--- src/rtl/usb_utmi_pkg.sv ---
// Shared UTMI types for the full-speed UTM (transmit and receive sides).
//   bus8_t            : one byte on the UTMI data bus
//   utmi_op_mode_t    : UTMI OpMode encoding
//   utmi_line_state_t : synchronized {D-, D+} line state
package usb_utmi_pkg;

  typedef logic [7:0] bus8_t;

  typedef enum logic [1:0] {
    OP_NORMAL      = 2'b00,
    OP_NON_DRIVING = 2'b01,
    OP_DISABLE_BS  = 2'b10,
    OP_RESERVED    = 2'b11
  } utmi_op_mode_t;

  typedef enum logic [1:0] {
    LS_SE0 = 2'b00,
    LS_J   = 2'b01,
    LS_K   = 2'b10,
    LS_SE1 = 2'b11
  } utmi_line_state_t;

endpackage

--- src/rtl/usb_utm_rx_dpll.sv ---
// Receive front end: metastability chain on the raw D+/D- receivers, edge
// detection on synchronized D+ and a 2-bit phase counter that recovers the
// full-speed bit clock from the 4x sampling clock.
// Ports:
//   clk, rst     : 48 MHz clock, synchronous active-high reset
//   dp_rx, dm_rx : raw asynchronous single-ended receiver outputs
//   line_state   : synchronized {dm, dp}, SYNC_STAGES cycles of latency
//   bit_stb      : one-cycle strobe near the centre of each received bit
module usb_utm_rx_dpll
  import usb_utmi_pkg::*;
#(
  parameter int SYNC_STAGES = 2
) (
  input  logic             clk,
  input  logic             rst,
  input  logic             dp_rx,
  input  logic             dm_rx,
  output utmi_line_state_t line_state,
  output logic             bit_stb
);

  logic [SYNC_STAGES-1:0] dp_sync_q, dp_sync_d;
  logic [SYNC_STAGES-1:0] dm_sync_q, dm_sync_d;
  logic [1:0]             phase_q, phase_d;
  logic                   dp_change;

  always_comb begin
    dp_sync_d = {dp_sync_q[SYNC_STAGES-2:0], dp_rx};
    dm_sync_d = {dm_sync_q[SYNC_STAGES-2:0], dm_rx};
    // Look one stage ahead so the counter reads 0 on the very first cycle
    // line_state shows the new level; the strobe then lands two cycles in.
    dp_change = dp_sync_q[SYNC_STAGES-1] ^ dp_sync_q[SYNC_STAGES-2];
    phase_d   = dp_change ? 2'd0 : phase_q + 2'd1;
  end

  always_ff @(posedge clk) begin
    if (rst) begin
      dp_sync_q <= '0;
      dm_sync_q <= '0;
      phase_q   <= 2'd0;
    end else begin
      dp_sync_q <= dp_sync_d;
      dm_sync_q <= dm_sync_d;
      phase_q   <= phase_d;
    end
  end

  assign line_state = utmi_line_state_t'({dm_sync_q[SYNC_STAGES-1], dp_sync_q[SYNC_STAGES-1]});
  assign bit_stb    = (phase_q == 2'd2);

endmodule

--- src/rtl/usb_utm_rx.sv ---
// Full-speed UTM receiver: NRZI decode, SYNC detection, bit unstuffing,
// EOP detection and byte assembly behind the UTMI receive interface.
// Ports:
//   clk, rst           : 48 MHz clock, synchronous active-high reset
//   suspend_m          : 0 = suspended, receiver held idle
//   op_mode            : UTMI OpMode; receive only in NORMAL / NON_DRIVING
//   dp_rx, dm_rx       : raw asynchronous single-ended receivers
//   line_state         : synchronized {dm, dp}
//   data_out, rx_valid : received byte and its one-cycle strobe
//   rx_active          : packet in progress (SYNC seen, EOP not finished)
//   rx_error           : one-cycle receive error strobe
module usb_utm_rx
  import usb_utmi_pkg::*;
#(
  parameter int SYNC_STAGES    = 2,
  parameter int SYNC_MIN_ZEROS = 3
) (
  input  logic             clk,
  input  logic             rst,
  input  logic             suspend_m,
  input  utmi_op_mode_t    op_mode,
  input  logic             dp_rx,
  input  logic             dm_rx,
  output utmi_line_state_t line_state,
  output bus8_t            data_out,
  output logic             rx_valid,
  output logic             rx_active,
  output logic             rx_error
);

  typedef enum logic [2:0] {
    ST_IDLE,
    ST_SYNC,
    ST_DATA,
    ST_EOP,
    ST_ERROR
  } rx_state_t;

  localparam logic [2:0] MIN_ZEROS = 3'(SYNC_MIN_ZEROS);

  utmi_line_state_t ls;
  logic             bit_stb;
  rx_state_t        state_q, state_d;
  logic             prev_k_q, prev_k_d;
  logic [2:0]       zero_cnt_q, zero_cnt_d;
  logic [2:0]       ones_cnt_q, ones_cnt_d;
  logic [2:0]       bit_cnt_q, bit_cnt_d;
  bus8_t            shift_q, shift_d;
  bus8_t            data_out_q, data_out_d;
  logic             rx_valid_q, rx_valid_d;
  logic             rx_active_q, rx_active_d;
  logic             rx_error_q, rx_error_d;
  logic             err_se0_q, err_se0_d;
  logic             rx_en, is_jk, is_k, nrzi_bit;

  usb_utm_rx_dpll #(
    .SYNC_STAGES(SYNC_STAGES)
  ) u_dpll (
    .clk       (clk),
    .rst       (rst),
    .dp_rx     (dp_rx),
    .dm_rx     (dm_rx),
    .line_state(ls),
    .bit_stb   (bit_stb)
  );

  assign rx_en    = suspend_m && (op_mode == OP_NORMAL || op_mode == OP_NON_DRIVING);
  assign is_k     = (ls == LS_K);
  assign is_jk    = (ls == LS_J) || is_k;
  // NRZI: no transition between bit centres decodes as 1.
  assign nrzi_bit = (is_k == prev_k_q);

  always_comb begin
    state_d     = state_q;
    prev_k_d    = prev_k_q;
    zero_cnt_d  = zero_cnt_q;
    ones_cnt_d  = ones_cnt_q;
    bit_cnt_d   = bit_cnt_q;
    shift_d     = shift_q;
    data_out_d  = data_out_q;
    rx_active_d = rx_active_q;
    err_se0_d   = err_se0_q;
    rx_valid_d  = 1'b0;
    rx_error_d  = 1'b0;

    if (!rx_en) begin
      state_d     = ST_IDLE;
      rx_active_d = 1'b0;
      prev_k_d    = 1'b0;
    end else if (bit_stb) begin
      if (is_jk) prev_k_d = is_k;
      unique case (state_q)
        ST_IDLE: begin
          // Idle is J, so the first K is already the first SYNC zero.
          prev_k_d = is_k;
          if (is_k) begin
            state_d    = ST_SYNC;
            zero_cnt_d = 3'd1;
          end
        end
        ST_SYNC: begin
          if (!is_jk) begin
            state_d = ST_IDLE;
          end else if (!nrzi_bit) begin
            if (zero_cnt_q != 3'd7) zero_cnt_d = zero_cnt_q + 3'd1;
          end else if (zero_cnt_q >= MIN_ZEROS) begin
            state_d     = ST_DATA;
            rx_active_d = 1'b1;
            ones_cnt_d  = 3'd0;
            bit_cnt_d   = 3'd0;
          end else begin
            state_d = ST_IDLE;
          end
        end
        ST_DATA: begin
          if (ls == LS_SE0) begin
            state_d = ST_EOP;
            if (bit_cnt_q != 3'd0) rx_error_d = 1'b1;
          end else if (ls == LS_SE1) begin
            state_d    = ST_ERROR;
            rx_error_d = 1'b1;
            err_se0_d  = 1'b0;
          end else if (ones_cnt_q == 3'd6) begin
            // Stuff slot: a 0 is discarded, a 1 is a stuffing violation.
            if (nrzi_bit) begin
              state_d    = ST_ERROR;
              rx_error_d = 1'b1;
              err_se0_d  = 1'b0;
            end else begin
              ones_cnt_d = 3'd0;
            end
          end else begin
            shift_d    = {nrzi_bit, shift_q[7:1]};
            bit_cnt_d  = bit_cnt_q + 3'd1;
            ones_cnt_d = nrzi_bit ? ones_cnt_q + 3'd1 : 3'd0;
            if (bit_cnt_q == 3'd7) begin
              data_out_d = {nrzi_bit, shift_q[7:1]};
              rx_valid_d = 1'b1;
            end
          end
        end
        ST_EOP: begin
          if (ls == LS_J) begin
            state_d     = ST_IDLE;
            rx_active_d = 1'b0;
          end else if (ls != LS_SE0) begin
            state_d    = ST_ERROR;
            rx_error_d = 1'b1;
            err_se0_d  = 1'b0;
          end
        end
        ST_ERROR: begin
          // Leave only on an SE0 directly followed by J.
          if (ls == LS_SE0) begin
            err_se0_d = 1'b1;
          end else if (ls == LS_J) begin
            if (err_se0_q) begin
              state_d     = ST_IDLE;
              rx_active_d = 1'b0;
            end
          end else begin
            err_se0_d = 1'b0;
          end
        end
        default: state_d = ST_IDLE;
      endcase
    end
  end

  always_ff @(posedge clk) begin
    if (rst) begin
      state_q     <= ST_IDLE;
      prev_k_q    <= 1'b0;
      zero_cnt_q  <= 3'd0;
      ones_cnt_q  <= 3'd0;
      bit_cnt_q   <= 3'd0;
      data_out_q  <= '0;
      rx_valid_q  <= 1'b0;
      rx_active_q <= 1'b0;
      rx_error_q  <= 1'b0;
      err_se0_q   <= 1'b0;
    end else begin
      state_q     <= state_d;
      prev_k_q    <= prev_k_d;
      zero_cnt_q  <= zero_cnt_d;
      ones_cnt_q  <= ones_cnt_d;
      bit_cnt_q   <= bit_cnt_d;
      data_out_q  <= data_out_d;
      rx_valid_q  <= rx_valid_d;
      rx_active_q <= rx_active_d;
      rx_error_q  <= rx_error_d;
      err_se0_q   <= err_se0_d;
    end
  end

  // Partial-byte shifter: contents are meaningless until bit_cnt wraps.
  always_ff @(posedge clk) begin
    shift_q <= shift_d;
  end

  assign line_state = ls;
  assign data_out   = data_out_q;
  assign rx_valid   = rx_valid_q;
  assign rx_active  = rx_active_q;
  assign rx_error   = rx_error_q;

endmodule

--- config.mk ---
export PLATFORM = sky130hd
export DESIGN_NAME = usb_utm_rx
export DESIGN_NICKNAME = d
export VERILOG_FILES = /design/src/rtl/usb_utmi_pkg.sv /design/src/rtl/usb_utm_rx_dpll.sv /design/src/rtl/usb_utm_rx.sv
export SDC_FILE = /design/constraint.sdc
export NUM_CORES = 1
export LEC_CHECK = 0
export CORE_MARGIN = 10
export CORE_UTILIZATION = 50
export CTS_BUF_LIST = sky130_fd_sc_hd__clkbuf_4 sky130_fd_sc_hd__clkbuf_8 sky130_fd_sc_hd__clkbuf_16
export CTS_CLUSTER_SIZE = 40
export DETAILED_ROUTE_END_ITERATION = 16
export GPL_ROUTABILITY_DRIVEN = 0
export HOLD_SLACK_MARGIN = 0.02
export PLACE_DENSITY = 0.77
export SYNTH_ARGS = -nofsm -noshare
export SYNTH_HDL_FRONTEND = slang
export SYNTH_SLANG_ARGS = --single-unit
--- constraint.sdc ---
create_clock -name clk -period 2.5 [get_ports clk]
set_input_delay 0.5 -clock clk [delete_from_list [all_inputs] [get_ports clk]]
set_output_delay 0.5 -clock clk [all_outputs]
set_load 0.01 [all_outputs]
# Yosys cells after proc, flatten, opt, wreduce, memory -nomap -nowiden
# Cells that the tools add are included.
# W data, S select, Z words.
[word_totals]
output_inout_bits = 13
romBits = 0
memories = 0
ff_bits = 39
mem_bits_rw = 0
latchBits = 0
word_cells = 147
[classes]
bitwise_logic = 7
add_sub_neg = 4
shifts = 0
multipliers = 0
reduce_logical = 26
order_cmp = 1
n_div = 0
muxes = 59
eq_ne = 36
[op_table]
columns = ["op", "n"]
rows = [
  ["$mux W3", 26],
  ["$reduce_and A9 Y1", 5],
  ["$ne A2 B2 Y1 const B", 15],
  ["$mux W1", 25],
  ["$ne A3 B3 Y1 const B", 7],
  ["$pmux W3 S2", 3],
  ["$pmux W3 S5", 1],
  ["$reduce_and A7 Y1", 2],
  ["$add A3 B1 Y3 const B", 3],
  ["$eq A3 B3 Y1 const B", 3],
  ["$reduce_bool A3 Y1", 3],
  ["$ne A4 B4 Y1 const B", 2],
  ["$reduce_bool A2 Y1", 4],
  ["$reduce_or A7 Y1", 1],
  ["$eq A2 B2 Y1 const B", 3],
  ["$eq A3 B2 Y1 const B", 2],
  ["$not A1 Y1", 6],
  ["$pmux W1 S3", 2],
  ["$reduce_and A6 Y1", 1],
  ["$eq A2 B1 Y1 const B", 2],
  ["$logic_not A2 Y1", 2],
  ["$reduce_or A2 Y1", 2],
  ["$eq A3 B1 Y1 const B", 1],
  ["$ge A3 B2 Y1 const B", 1],
  ["10 further kinds", 11],
]

# Logic depth before layout (Yosys ltp)
[depth]
ltp_word = 7
ltp_mapped = 8
depth_no_buf = 8

# Modules after synthesis
# Synthesis repeated with hierarchy kept, for this count alone.
[hier_totals]
hier_cells = 208
hier_area_um2 = 1983.2
[by_module_without_submodules]
columns = ["mod", "cells_per_inst", "area_per_inst_um2", "seq_area_each_um2", "instances"]
rows = [
  ["usb_utm_rx", 191, 1788.0, 710.7, 1],
  ["usb_utm_rx_dpll", 17, 195.2, 120.1, 1],
]

# Worst setup path before layout
# Ideal clock, no wire load.
[synth_path]
kind = "reg2reg"
start = "register u_dpll.dp_sync_q[1]"
end = "register ones_cnt_q[0]"
path_stages_with_launch = 8
path_slack_ns = 0.333
t_required_ns = 2.432
path_buffers = 0
setup_ns = 0.068
t_arrival_ns = 2.100
path_cell_list = "dfxtp_1 > inv_1 > ha_1 > or2_4 > a2111oi_4 > o311ai_2 > or3_1 > a21oi_2"
[synth_via]
elab_chain_cells = 7
word_cells_on_any_way = 17
classes_between = "eq/ne (9); mux (5); reduce/logical (3)"
[synth_rtl]
columns = ["element", "line", "text"]
rows = [
  ["start: declaration", "usb_utm_rx_dpll.sv:22", "logic [SYNC_STAGES-1:0] dp_sync_q, dp_sync_d;"],
  ["start signal: assignment", "usb_utm_rx_dpll.sv:42", "dp_sync_q <= dp_sync_d;"],
  ["$eq A2 B2 Y1", "usb_utm_rx.sv:68", "assign is_k = (ls == LS_K);"],
  ["$eq A1 B1 Y1", "usb_utm_rx.sv:71", "assign nrzi_bit = (is_k == prev_k_q);"],
  ["$mux W3", "usb_utm_rx.sv:135", "ones_cnt_d = nrzi_bit ? ones_cnt_q + 3'd1 : 3'd0;"],
  ["$mux W3", "usb_utm_rx.sv:123", "end else if (ones_cnt_q == 3'd6) begin"],
  ["$mux W3", "usb_utm_rx.sv:119", "end else if (ls == LS_SE1) begin"],
  ["$mux W3", "usb_utm_rx.sv:116", "if (ls == LS_SE0) begin"],
  ["$pmux W3 S2", "usb_utm_rx.sv:92", "unique case (state_q)"],
  ["end signal: assignment", "usb_utm_rx.sv:186", "ones_cnt_q <= ones_cnt_d;"],
  ["end: declaration", "usb_utm_rx.sv:46", "logic [2:0] ones_cnt_q, ones_cnt_d;"],
]
# Several ways; a longest one is shown, not always the timed one. The select of a mux whose other input is x is not followed.
# A chain may end at the register's enable or synchronous reset.

# Worst setup path in the final report
# Ends and elaborated chain as after synthesis.

==> summary.txt <==
Worst setup path
  – CP Capture Type: register
  – CP required: 2.73 ns
  – Critical path peak fanout: 6
  – Critical path class: reg2reg
  – WP data arrival: 2.52 ns
  – FF-to-FF path depth: 7
  – Startpoint type of the worst setup path: register

Power and ir drop
  – Peak supply drop: 340 uV
  – PwrDens: 562 mW/mm^2
  – LEAKAGE: 0.851 nW
  – Power Total: 1.31 mW

Yosys
  – Synth unique cells: 49
  – Syn_nets: 223
  – Syn Area/Cell: 9.63 sq um
  – Most used DFF post-synth: dfxtp_1
  – Synth top area share: 0.319
  – Synth warn: 0
  – Mapped Area: 0.00194 sq mm
  – #FFs+latches synth: 38
  – Post-synthesis sequential area ratio: 0.427
  – Ranking of synthesized cells by area: dfxtp_1 32%, edfxtp_1 11%, ha_1 9.0%
  – Syn Inst Count: 202
  – Leading area contributor after synthesis: dfxtp_1
  – Ys async rst share: 0
  – Number of synthesized flops with an enable pin: 7

Detailed routing
  – DRT Pass-1 Iters: 4
  – DR top layer: met4
  – Met3 WL: 130 um
  – Drt drc: 0
  – Vias per cell: 5.33
  – WL met1: 1830 um
  – ANT nets after route: 0
  – Final wirelength: 4030 um
  – WL/cell: 14.6 um
  – Starting DRC count in detailed routing: 65
  – Vias: 1470
  – Routed length on met2: 2040 um

Min path
  – Hold path cells: 1
  – Hold crit path type: reg2reg

Finish
  – Sequential cell area: 831 sq um
  – Synth-to-layout area growth: 20.3%
  – Area of the multi-input gates: 0.00103 sq mm
  – Nets: 248
  – Post-route cell area: 0.00234 sq mm
  – Share of layout cells above drive strength 1: 0.114
  – Fillers: 309
  – ANT cells: 0

Floorplan
  – Site Rows: 22
  – Area of the die: 0.00678 sq mm
  – CORE AREA: 0.00372 sq mm
  – Die Y: 82.4 um
  – Die W: 82.4 um
  – Boundary Pins: 20
  – Initial core utilization: 0.523

STA
  – Clock skew: 0.00659 ns
  – Slew headroom: 0.646
  – Max-slew violation count: 0
  – Final TNS setup: 0 ns
  – Final setup vio count: 0
  – Post-route minimum period: 2.29 ns
  – Fmax: 436 MHz
  – Worst Max-Slew Pin Slew: 0.527 ns
  – Period utilization: 0.918
  – Final setup margin: 0.206 ns
  – Hold Violations, Final: 0
  – RSZ-0062 raised after global routing: false

Placed design
  – I/O Buffers: 18
  – Placed Area: 0.00220 sq mm
  – Detail Placement HPWL: 3040 um
  – Pre-CTS WS: 0.0894 ns

CTS
  – Post_cts resized: 0
  – CTS Sinks: 38
  – Clock latency on the worst-skew pair: 0.29 ns
  – Clock root cell: clkbuf_8
  – Hold-fix buffer count after cts: 0
  – CTS tree: done
  – # Post-CTS Setup Buffers: 0
  – Clk buf depth: 2
  – H-tree depth: 2
  – Num CTS Buffers: 5
  – Reg clk slew, reported paths: 0.08 ns

Global routing
  – Antenna violations before repair: 0
  – Pin count of the biggest net entering global routing: 18
  – Total GRT Usage: 0.120
  – First-pass GRT wire length: 6470 um
  – Vias in the first global route: 1455
  – Gr ovfl total: 0

Status
  – Status: completed

Run
  – Max-cap violations: 0
-- cell usage after synthesis (2+ instances only) --
library cell / count
a21oi_1: 12
a22oi_1: 3
a31oi_1: 3
and3_1: 2
buf_2: 4
buf_4: 2
clkbuf_1: 2
dfxtp_1: 31
edfxtp_1: 7
ha_1: 14
inv_1: 11
mux2i_1: 13
nand2_1: 12
nand3_1: 6
nand3b_1: 2
nor2_1: 22
nor2b_1: 7
nor3_1: 9
nor3b_1: 3
nor3b_2: 2
or3_1: 3
or3b_1: 3
xnor2_1: 3
-- cell type report --
class                           count  area share
Clock buffer                        5      0.0294
Multi-Input combinational cell    144       0.439
Clock inverter                      3      0.0294
Tap cell                           48      0.0257
Sequential cell                    38       0.355
Inverter                           12      0.0193
Timing Repair Buffer               26       0.103
-- flip-flops by register name (all words and copies together), names as in the netlist --
name / count
data_out: 8
shift_q: 7
bit_cnt_q: 3
ones_cnt_q: 3
state_q: 3
zero_cnt_q: 3
u_dpll.dm_sync_q: 2
u_dpll.dp_sync_q: 2
u_dpll.phase_q: 2
err_se0_q: 1
prev_k_q: 1
rx_active: 1
rx_error: 1
rx_valid: 1
-- kinds of logic (layout without fill, tap and decap cells) --
logic type	Yosys count	in the layout	synth area share
AO/OA/AOI/OAI	34	34	0.132
XOR/XNOR	4	4	0.0180
adder cells (fa/ha/maj)	14	14	0.0901
buffers and inverters	20	46	0.0450
flip-flops	38	38	0.427
multiplexers	13	13	0.0669
AND/OR/NAND/NOR	79	79	0.221
-- layout by cell type, fill, tap and decap left out, drive strengths merged, types with 3 or more instances in the layout --
cell,Yosys,routed
nand3,6,6
dfxtp,31,31
nand2,12,12
nor2b,7,7
a31oi,3,3
buf,6,8
a22oi,3,3
or3,3,3
clkdlybuf4s50,0,18
inv,12,12
or3b,4,4
nor3b,5,5
edfxtp,7,7
mux2i,13,13
a21oi,13,13
xnor2,3,3
ha,14,14
nor2,23,23
clkbuf,2,5
nor3,9,9
-- worst max-delay path: stages, from the launching register on --
cell and delay (ns):
dfxtp_1 0.42, inv_1 0.12, ha_1 0.28, or2_4 0.29, a2111oi_4 0.41, o311ai_2 0.18
or3_1 0.39, a21oi_2 0.13
-- per-stage QoR --
step	std cells	hold slack, ns	utilization
after global routing	276	0.446	0.630
after global placement	268	0.404	0.593
after detailed placement	268	0.427	0.593
final	276	0.441	0.630
after CTS	276	0.443	0.630
after floorplan	202	0.392	-
-- where the power goes --
group          total (mW)  switching [mW]  internal (mW)
Combinational      0.0615          0.0338         0.0277
Clock               0.622           0.222          0.400
Sequential          0.630         0.00387          0.627
-- per-layer routing --
layer  track usage  up-vias
li1              -      757
met1         0.137      693
met2         0.212       18
met3        0.0335        2
met4        0.0340        0
met5             0        -
-- worst paths after layout --
kind	startpoint	end	slack (ns)
setup / recovery	u_dpll.dp_sync_q[1]	ones_cnt_q[0]	0.21
hold / removal	u_dpll.phase_q[0]	u_dpll.phase_q[0]	0.44
setup reg to reg	u_dpll.dp_sync_q[1]	ones_cnt_q[0]	0.21
hold reg to reg	u_dpll.phase_q[0]	u_dpll.phase_q[0]	0.44
No activity file was read; power rests on OpenSTA's default activity.
